File: src/rtl/ryuki_datatypes.sv
// Shared datatypes for the tracker query path: range query record and arbiter state.
package ryuki_datatypes;

  typedef struct {
    integer start;
    integer finish;
  } range_query;

  typedef enum logic [1:0] {
    IDLE    = 2'd0,
    ISSUE   = 2'd1,
    WAIT    = 2'd2,
    RESPOND = 2'd3
  } tq_arb_state;

endpackage

File: src/rtl/rr_arbiter.sv
// Combinational round-robin picker: one-hot grant of the first request at or after ptr.
module rr_arbiter #(
  parameter int N = 3,
  localparam int PW = (N > 1) ? $clog2(N) : 1
) (
  input  logic [N-1:0]  req,
  input  logic [PW-1:0] ptr,
  output logic [N-1:0]  grant
);

  int   idx;
  logic found;

  always_comb begin
    grant = '0;
    found = 1'b0;
    idx   = 0;
    for (int i = 0; i < N; i++) begin
      idx = int'(ptr) + i;
      if (idx >= N) idx = idx - N;
      if (!found && req[idx[PW-1:0]]) begin
        grant[idx[PW-1:0]] = 1'b1;
        found              = 1'b1;
      end
    end
  end

endmodule

File: src/rtl/tracker_query_arbiter.sv
// Time-shares one signal_tracker range query port between several pipeline-stage
// requesters, returning one hit bit per accepted query in round-robin order.
//
// state   | meaning
// IDLE    | offer grant to next requester, latch its range on handshake
// ISSUE   | pulse recalculate_o to the shared tracker
// WAIT    | count down the tracker result latency, capture range_hit_i at zero
// RESPOND | one-cycle resp_valid to the owner, advance round-robin pointer
module tracker_query_arbiter
  import ryuki_datatypes::*;
#(
  parameter int N_REQ   = 3,
  parameter int LATENCY = 2
) (
  input  logic                   clk,
  input  logic                   rst,
  input  logic [N_REQ-1:0]       req_valid,
  input  logic [N_REQ-1:0][31:0] req_start,
  input  logic [N_REQ-1:0][31:0] req_end,
  output logic [N_REQ-1:0]       req_ready,
  output logic [N_REQ-1:0]       resp_valid,
  output logic                   resp_hit,
  output logic [1:0][31:0]       range_o,
  output logic                   recalculate_o,
  input  logic                   range_hit_i
);

  localparam int PW = (N_REQ > 1) ? $clog2(N_REQ) : 1;

  tq_arb_state      state, state_nxt;
  logic [PW-1:0]    rr_ptr, owner, grant_idx;
  logic [N_REQ-1:0] grant;
  logic [3:0]       wait_cnt;
  logic             hit_q;
  logic             handshake;
  range_query       sel;

  rr_arbiter #(.N(N_REQ)) u_rr (
    .req   (req_valid),
    .ptr   (rr_ptr),
    .grant (grant)
  );

  always_comb begin
    grant_idx = '0;
    for (int i = 0; i < N_REQ; i++) begin
      if (grant[i]) grant_idx = PW'(i);
    end
    sel.start  = req_start[grant_idx];
    sel.finish = req_end[grant_idx];
  end

  // rst gating keeps req_ready low while reset is held, even though state is already IDLE
  assign req_ready = (state == IDLE && rst) ? grant : '0;
  assign handshake = |req_ready;

  always_ff @(posedge clk or negedge rst) begin
    if (!rst) state <= IDLE;
    else      state <= state_nxt;
  end

  always_comb begin
    state_nxt     = state;
    recalculate_o = 1'b0;
    resp_valid    = '0;
    resp_hit      = 1'b0;
    case (state)
      IDLE: begin
        if (handshake) state_nxt = (sel.start <= sel.finish) ? ISSUE : RESPOND;
      end
      ISSUE: begin
        recalculate_o = 1'b1;
        state_nxt     = WAIT;
      end
      WAIT: begin
        if (wait_cnt == 4'd0) state_nxt = RESPOND;
      end
      RESPOND: begin
        resp_valid[owner] = 1'b1;
        resp_hit          = hit_q;
        state_nxt         = IDLE;
      end
      default: state_nxt = IDLE;
    endcase
  end

  always_ff @(posedge clk or negedge rst) begin
    if (!rst) begin
      rr_ptr   <= '0;
      owner    <= '0;
      wait_cnt <= '0;
      hit_q    <= 1'b0;
      range_o  <= '0;
    end else begin
      case (state)
        IDLE: begin
          if (handshake) begin
            owner   <= grant_idx;
            range_o <= {sel.start, sel.finish};
            hit_q   <= 1'b0;
          end
        end
        ISSUE: wait_cnt <= 4'(LATENCY - 1);
        WAIT: begin
          if (wait_cnt == 4'd0) hit_q    <= range_hit_i;
          else                  wait_cnt <= wait_cnt - 4'd1;
        end
        RESPOND: rr_ptr <= (owner == PW'(N_REQ - 1)) ? '0 : owner + 1'b1;
        default: ;
      endcase
    end
  end

endmodule

File: config.mk
export PLATFORM = sky130hd
export DESIGN_NAME = tracker_query_arbiter
export DESIGN_NICKNAME = d
export VERILOG_FILES = /design/src/rtl/ryuki_datatypes.sv /design/src/rtl/rr_arbiter.sv /design/src/rtl/tracker_query_arbiter.sv
export SDC_FILE = /design/constraint.sdc
export NUM_CORES = 1
export LEC_CHECK = 0
export BUFFER_PORTS_ARGS = -buffer_cell sky130_fd_sc_hd__clkbuf_2
export CAP_MARGIN = 20
export CORE_AREA = 2 2 106 108
export DETAILED_ROUTE_END_ITERATION = 10
export DIE_AREA = 0 0 108 110
export PLACE_DENSITY = 0.85
export SYNTH_ARGS = -nofsm -noshare
export SYNTH_HDL_FRONTEND = slang
export SYNTH_HIERARCHICAL = 1
export SYNTH_SLANG_ARGS = --single-unit
export TNS_END_PERCENT = 10
File: constraint.sdc
create_clock -name clk -period 9.8 [get_ports clk]
set_input_delay 0.98 -clock clk [delete_from_list [all_inputs] [get_ports clk]]
set_output_delay 0.98 -clock clk [all_outputs]
set_load 0.01 [all_outputs]
==> key figures, run 1 <==
Setup path
  – Largest stage delay, worst path: 0.81 ns
  – Top delay family on crit path: compound AO/OA/AOI/OAI gates
  – Critical Path Source Type: flop
  – Flop-to-flop setup slack: 4.91 ns
  – Crit end category: flop
  – Critical path arrival: 5.10 ns
  – Worst path required time: 10.01 ns
  – Critical path class: reg2reg
  – Critical path peak fanout: 63
  – Worst Path Buf+Inv: 2
  – Slowest cell on the critical path: buf_4
  – Critical path, cell by cell: inv_1, ha_1, a22oi_1, o22ai_1, nor4bb_1, o31a_2, buf_4, mux2i_1, nor2_1, a21oi_1, ha_1, a21oi_1, o21ai_0, a221oi_2, o21ai_1, a31oi_1, xnor2_1, o221ai_2

Floorplan
  – Row count: 38
  – Initial Util: 48.97%
  – Die Footprint: 11,880 um^2
  – Ports: 270
  – Chip height: 110 um
  – Die W: 108 um
  – Core Box Area: 10,700 um^2

Route
  – Vias: 5,008
  – Initial DRC count: 246
  – Met2 WL post-DR: 7.191 mm
  – Highest routed layer: met4
  – Residual DRC: 0
  – Post-route ant nets: 0
  – WL met3: 836 um
  – Vias/cell: 5.238
  – WL final: 14.37 mm
  – WL/cell: 15.03 um
  – Initial DRT Pass Iterations: 4
  – WL met1: 6.101 mm

Power
  – Static leakage: 3.541 nW
  – Max IR drop VDD: 0.0002482 V
  – Total power: 2.600 mW
  – PD cells: 380.6 nW/um^2

Clock tree
  – CTS Buf Count: 9
  – Clk sinks: 75
  – CTS tree: yes
  – Post-CTS Setup Bufs: 0
  – Post-CTS sizing: 0
  – Clock Tree Root: clkbuf_8
  – Worst-Skew Late Latency: 0.34 ns
  – Clock buffer depth: 2
  – Hold buffers post-CTS: 0
  – Worst-path clk slew: 0.08 ns
  – H-tree level count: 3

Finish
  – Fin nets: 1,053
  – Share of layout cells above drive strength 1: 40.07%
  – Fill cells: 943
  – Area Overhead vs Synth: 30.43%
  – Post-route cell area: 6833 um^2
  – Antenna cells: 0

Yosys
  – Post-synth EDFFs: 0
  – Ys async rst share: 100.0%
  – FF+latch count, synth: 75
  – Synthesized area per cell: 9.305 um^2
  – Cell variety after synth: 52
  – Syn nets: 803
  – Syn Inst Count: 563
  – YS warnings: 6
  – Register area share after synthesis: 35.83%
  – Syn Std Cell Area: 5239 um^2
  – Prevailing post-synth register cell: dfrtp_1

STA
  – Max transition margin: 31.04%
  – Clock skew: 0.01144 ns
  – Endpoints failing setup: 0
  – Tmin final: 4.890 ns
  – Setup TNS: 0 ns
  – Worst slew pin tran: 1.034 ns
  – RSZ-0062 raised after global routing: no
  – Final Hold Vio Count: 0
  – WHS: 0.4791 ns
  – Max Fclk: 204.5 MHz
  – Pins Over Slew Limit: 0
  – Period utilization: 49.89%

Placed design
  – # port buffers: 269
  – Detailed placement HPWL: 11.56 mm
  – Cell Area, Placed: 6596 um^2
  – Final Wtd Congestion: 0.8320

Global route
  – Number of global-route vias before repair: 4,714
  – Initial antenna violation count: 0
  – Largest net degree at the start of global routing: 88
  – First-pass GRT wire length: 22.45 mm
  – Gr usage total: 23.93%
  – Grt total ovfl: 0

Outcome
  – Status: finished clean

Run
  – Max-Cap Viols: 0

Worst hold path
  – Worst Hold Class: reg2reg
## final cells by class
type,count,area (um^2),area share [%]
Timing Repair Buffer,274,1386,20.29
Inverter,11,41.29,0.6043
Sequential cell,75,1877,27.47
Tap cell,140,175.2,2.564
Multi-Input combinational cell,442,3117,45.61
Clock buffer,10,137.6,2.014
Clock inverter,4,98.84,1.447
## cell usage after synthesis (6+ instances only)
| library cell | instances | area, um^2 |
|---|---|---|
| nand2_1 | 77 | 289.0 |
| dfrtp_1 | 75 | 1877 |
| o21ai_0 | 72 | 360.4 |
| mux2i_1 | 68 | 680.7 |
| a21oi_1 | 48 | 240.2 |
| ha_1 | 42 | 525.5 |
| nor2_1 | 39 | 146.4 |
| mux2_2 | 29 | 326.6 |
| clkbuf_1 | 11 | 41.29 |
| inv_1 | 11 | 41.29 |
| buf_2 | 7 | 35.03 |
| o211ai_1 | 7 | 52.55 |
| buf_6 | 6 | 67.56 |
| nand4_1 | 6 | 37.54 |
## per-stage QoR
| stage | util, % | cells | setup slack [ns] |
|---|---|---|---|
| global placement | 61.66 | 942 | 4.939 |
| global route | 63.87 | 956 | 4.582 |
| CTS | 63.87 | 956 | 4.947 |
| detailed placement | 61.66 | 942 | 4.779 |
| floorplan | - | 563 | 5.862 |
| finish | 63.87 | 956 | 4.910 |
## per-layer routing
layer	global-route usage, %	vias up
met5	0	-
met3	4.409	20
met4	7.875	0
li1	-	2524
met2	40.84	181
met1	30.82	2283
## path summary, 6_finish.rpt
check                            start     endpoint  cells after the start
setup / recovery             rr_ptr[0]     state[1]                     18
hold / removal             wait_cnt[0]  wait_cnt[0]                      1
setup reg to reg             rr_ptr[0]     state[1]                     18
hold reg to reg            wait_cnt[0]  wait_cnt[0]                      1
max in group asynchronous          rst   range_o[6]                      2
min in group asynchronous          rst    rr_ptr[0]                      1
## cells in the final DEF (no fill, tap or decap), drive strengths merged, types with 2 or more instances in the layout
cell type,netlist,routed
a21oi,48,48
nand3,6,6
a21o,3,3
o211ai,8,8
clkbuf,12,278
buf,23,6
and3,3,3
nor2,39,39
nand2b,2,2
bufinv,0,3
nand2,77,77
nor2b,3,3
mux2,32,32
nand3b,3,3
a221oi,3,3
inv,11,12
dfrtp,75,75
ha,42,42
a21boi,2,2
mux2i,68,68
nor3,2,2
o21ai,75,75
nand4,6,6
## worst register-to-register path: stages, from the launching register on
cell,delay [ns]
dfrtp_1,0.40
inv_1,0.08
ha_1,0.43
a22oi_1,0.24
o22ai_1,0.16
nor4bb_1,0.36
o31a_2,0.27
buf_4,0.81
mux2i_1,0.34
nor2_1,0.06
a21oi_1,0.24
ha_1,0.29
a21oi_1,0.20
o21ai_0,0.14
a221oi_2,0.22
o21ai_1,0.10
a31oi_1,0.18
xnor2_1,0.15
o221ai_2,0.10
## where the power goes
part / total (mW) / switching (mW) / internal, mW
Clock: 0.287 / 0.113 / 0.174
Sequential: 0.542 / 0.0826 / 0.459
Combinational: 1.77 / 1.05 / 0.725
## state kept, by name (all words and copies together) (netlist names)
name      count
hit_q         1
owner         2
range_o      64
rr_ptr        2
state         2
wait_cnt      4
## kinds of logic after synthesis
family | synth area share, %
AOI/OAI and AO/OA | 16.12
xor gates and xnor gates | 0.3344
adders and majority gates | 10.03
buffers and inverters | 4.705
DFF | 35.83
muxes | 19.87
and+or+nand+nor | 13.11
(Power assumes the default switching activity.)
==> inputs of run 2 (changes only) <==
--- a/config.mk
+++ b/config.mk
@@ -5,12 +5,13 @@
 export SDC_FILE = /design/constraint.sdc
 export NUM_CORES = 1
 export LEC_CHECK = 0
+export ABC_AREA = 1
 export BUFFER_PORTS_ARGS = -buffer_cell sky130_fd_sc_hd__clkbuf_2
 export CAP_MARGIN = 20
-export CORE_AREA = 2 2 106 108
+export CORE_AREA = 2 2 109 111
 export DETAILED_ROUTE_END_ITERATION = 10
-export DIE_AREA = 0 0 108 110
-export PLACE_DENSITY = 0.85
+export DIE_AREA = 0 0 111 113
+export PLACE_DENSITY = 0.81
 export SYNTH_ARGS = -nofsm -noshare
 export SYNTH_HDL_FRONTEND = slang
 export SYNTH_HIERARCHICAL = 1
==> constraint.sdc (replaced) <==
create_clock -name clk -period 5.06 [get_ports clk]
set_input_delay 0.506 -clock clk [delete_from_list [all_inputs] [get_ports clk]]
set_output_delay 0.506 -clock clk [all_outputs]
set_load 0.01 [all_outputs]
==> run 2 against run 1 <==
Against the previous run:
- fmax rose by 20%
- non-clock buffer count grew 3
- synthesized cell count is 34% higher
==> key figures, run 2 <==
Floorplan
  – Ports: 270
  – Row count: 39
  – Initial Util: 45.84%
  – Chip height: 113 um
  – Die W: 111 um
  – Die Footprint: 12,540 um^2
  – Core Box Area: 11,270 um^2

Placed design
  – Cell Area, Placed: 6570 um^2
  – # port buffers: 269
  – Detailed placement HPWL: 13.01 mm
  – Final Wtd Congestion: 0.8834
  – DP Worst Slack: 1.009 ns

Yosys
  – Cell variety after synth: 26
  – Synth Area in Simple Gates: 29.32%
  – Top cells by count, synth: nand2_1 (273), o21ai_0 (93), dfrtp_1 (75), a21oi_1 (66), nor2_1 (56)
  – Syn Std Cell Area: 5167 um^2
  – FF+latch count, synth: 75
  – Synth Area in Adders: 10.17%
  – Top-count cell post-synth: nand2_1
  – YS warnings: 6
  – Syn nets: 995
  – Area leader, netlist: dfrtp_1
  – Post-synthesis compound-gate area fraction: 17.24%
  – Register area share after synthesis: 36.32%
  – Synthesized area per cell: 6.844 um^2
  – Top cell type's share of synthesized area: 36.32%
  – Syn Inst Count: 755
  – Ys async rst share: 100.0%
  – Post-synth EDFFs: 0
  – Xor/xnor share of the synthesized area: 0.1695%
  – Combinational family with the most area after synthesis: simple AND/OR/NAND/NOR gates
  – Top cells by area, synth: dfrtp_1 (36%), nand2_1 (20%), ha_1 (10%)
  – Multiplexer share of the synthesized area: 0%
  – Prevailing post-synth register cell: dfrtp_1

Finish
  – Highest-count cells in the layout ignoring fill and taps: nand2_1 (273), clkbuf_2 (268), o21ai_0 (93), dfrtp_1 (75), a21oi_1 (66)
  – Largest registers: range_o: 64 flops, wait_cnt: 4 flops
  – Fin nets: 1,242
  – Max reg flops: 64
  – Fill cells: 1,113
  – Area Overhead vs Synth: 32.47%
  – Most flops, register: range_o
  – Post-route cell area: 6845 um^2
  – Commonest non-fill, non-tap cell in the layout: nand2_1
  – Share of layout cells above drive strength 1: 29.92%

Setup path
  – Critical path arrival: 4.27 ns
  – Critical Path Source Type: flop
  – Crit path launch: rr_ptr[0]
  – Largest stage delay, worst path: 0.72 ns
  – Slowest cell on the critical path: inv_4
  – Most numerous cell on the critical path: inv_1
  – Critical path peak fanout: 97
  – Critical R2R Launch: rr_ptr[0]
  – Worst Path Buf+Inv: 7
  – Critical path class: reg2reg
  – Crit end category: flop
  – Worst path required time: 5.27 ns
  – Critical path, cell by cell: inv_1, ha_1, inv_1, nand2_1, nand3_1, nand2_1, inv_1, nand3_1, nand3b_1, inv_2, buf_4, nor2_1, inv_1, nand2_4, inv_4, a21oi_2, o21ai_0, o21ai_0
  – Top delay family on crit path: buffers and inverters

Power
  – Static leakage: 3.942 nW
  – Total power: 6.225 mW
  – Gate power share: 73.5%
  – P_int: 2.843 mW
  – PD cells: 909.3 nW/um^2
  – Flop pwr share: 17.1%
  – Switching Fraction: 54.32%
  – Max IR drop VDD: 0.0007403 V
  – P_sw: 3.381 mW
  – Clock power frac: 9.4%

Global route
  – First-pass GRT wire length: 27.12 mm
  – Gr usage total: 26.87%
  – Largest net degree at the start of global routing: 98
  – Initial antenna violation count: 1
  – Number of global-route vias before repair: 5,543
  – Grt total ovfl: 0

Route
  – Vias/cell: 5.136
  – WL final: 17.21 mm
  – Initial DRC count: 285
  – WL/cell: 14.97 um
  – Initial DRT Pass Iterations: 5
  – Residual DRC: 0
  – Vias: 5,906
  – Post-route ant nets: 0

STA
  – Period utilization: 80.37%
  – Clock skew: 0.01061 ns
  – Tmin final: 4.067 ns
  – Final Hold Vio Count: 0
  – Pins Over Slew Limit: 0
  – Max Fclk: 245.9 MHz
  – Max transition margin: 36.28%
  – Worst slew pin tran: 0.9558 ns
  – RSZ-0062 raised after global routing: no
  – Setup TNS: 0 ns
  – Endpoints failing setup: 0
  – Setup ws final: 0.9932 ns

Worst hold path
  – Worst Hold Class: in2reg
  – Hold wc startpoint: range_hit_i

Clock tree
  – Worst-Skew Late Latency: 0.33 ns
  – CTS Buf Count: 9
  – Post-CTS Setup Bufs: 0
  – H-tree level count: 3
  – Clock buffer depth: 2
  – Worst-path clk slew: 0.06 ns
  – Clock Tree Root: clkbuf_16
  – CTS tree: yes
  – Clk sinks: 75

Run
  – Max-Cap Viols: 0

Outcome
  – Status: finished clean
[run 2: cell types whose count changed in the layout (fill, tap and decap cells not counted), moves of 18 or more]
cell,previous run,this run
nand3_1,5,40
inv_1,11,38
o21ai_0,72,93
nand2_1,77,273
a21oi_1,48,66
mux2i_1,68,0
mux2_2,29,0
[run 2: final cells by class]
class	count	area, um^2	share of cell area [%]
Multi-Input combinational cell	595	2945	43.03
Tap cell	143	178.9	2.614
Inverter	44	167.7	2.449
Antenna cell	1	2.502	0.03656
Clock inverter	2	12.51	0.1828
Sequential cell	75	1877	27.42
Clock buffer	13	250.2	3.656
Timing Repair Buffer	277	1411	20.62
[run 2: layer usage]
metal  GRT usage [%]  wire [um]  part of all wire, %  up-vias
li1                -          -                    -     2960
met1           33.39       7216                   42     2681
met2           47.48       8588                   50      246
met3           5.035       1136                  6.6       19
met4           8.667        273                  1.6        0
met5               0          0                    0        -
[run 2: power by group through the flow]
stage	Clock (mW)	Sequential [mW]	Combinational, mW
2_1_floorplan	0	1.15	3.19
3_3_place_gp	0	1.06	4.44
3_5_place_dp	0	1.06	4.57
4_1_cts	0.593	1.06	4.60
5_1_grt	0.629	1.10	5.27
6_report	0.585	1.06	4.58
[run 2: kinds of logic after synthesis]
kind of cell,count (synthesis)
compound gates,171
xor+xnor,1
flops,75
fa+ha+maj,42
buf+inv,85
simple gates,381
[run 2: worst register-to-register path: stages (launching register included)]
cell and delay, ns:
dfrtp_1 0.39, inv_1 0.08, ha_1 0.37, inv_1 0.10, nand2_1 0.06, nand3_1 0.07, nand2_1 0.12, inv_1 0.09
nand3_1 0.09, nand3b_1 0.11, inv_2 0.42, buf_4 0.42, nor2_1 0.12, inv_1 0.12, nand2_4 0.26, inv_4 0.73
a21oi_2 0.21, o21ai_0 0.12, o21ai_0 0.10
[run 2: worst paths after layout]
path	end	slack, ns	depth (start not counted)
max reg2reg	state[0]	0.99	18
max in group asynchronous	range_o[37]	3.44	3
min reg2reg	range_o[39]	0.47	2
max	state[0]	0.99	18
min	hit_q	0.45	3
min in group asynchronous	range_o[1]	0.51	2
[run 2: metrics by stage]
| stage | instances | util (%) | hold slack (ns) |
|---|---|---|---|
| after detailed placement | 1133 | 58.29 | 0.3084 |
| after global routing | 1150 | 60.73 | 0.4451 |
| final | 1150 | 60.73 | 0.4538 |
| after floorplan | 755 | - | 0.2104 |
| after global placement | 1133 | 58.29 | 0.3083 |
| after CTS | 1149 | 60.71 | 0.4467 |
[run 2: timing repair]
item / in CTS / in global routing
hold buffers: 1 / 0
gates resized for setup: 0 / 0
hold endpoints to repair: 2 / 0
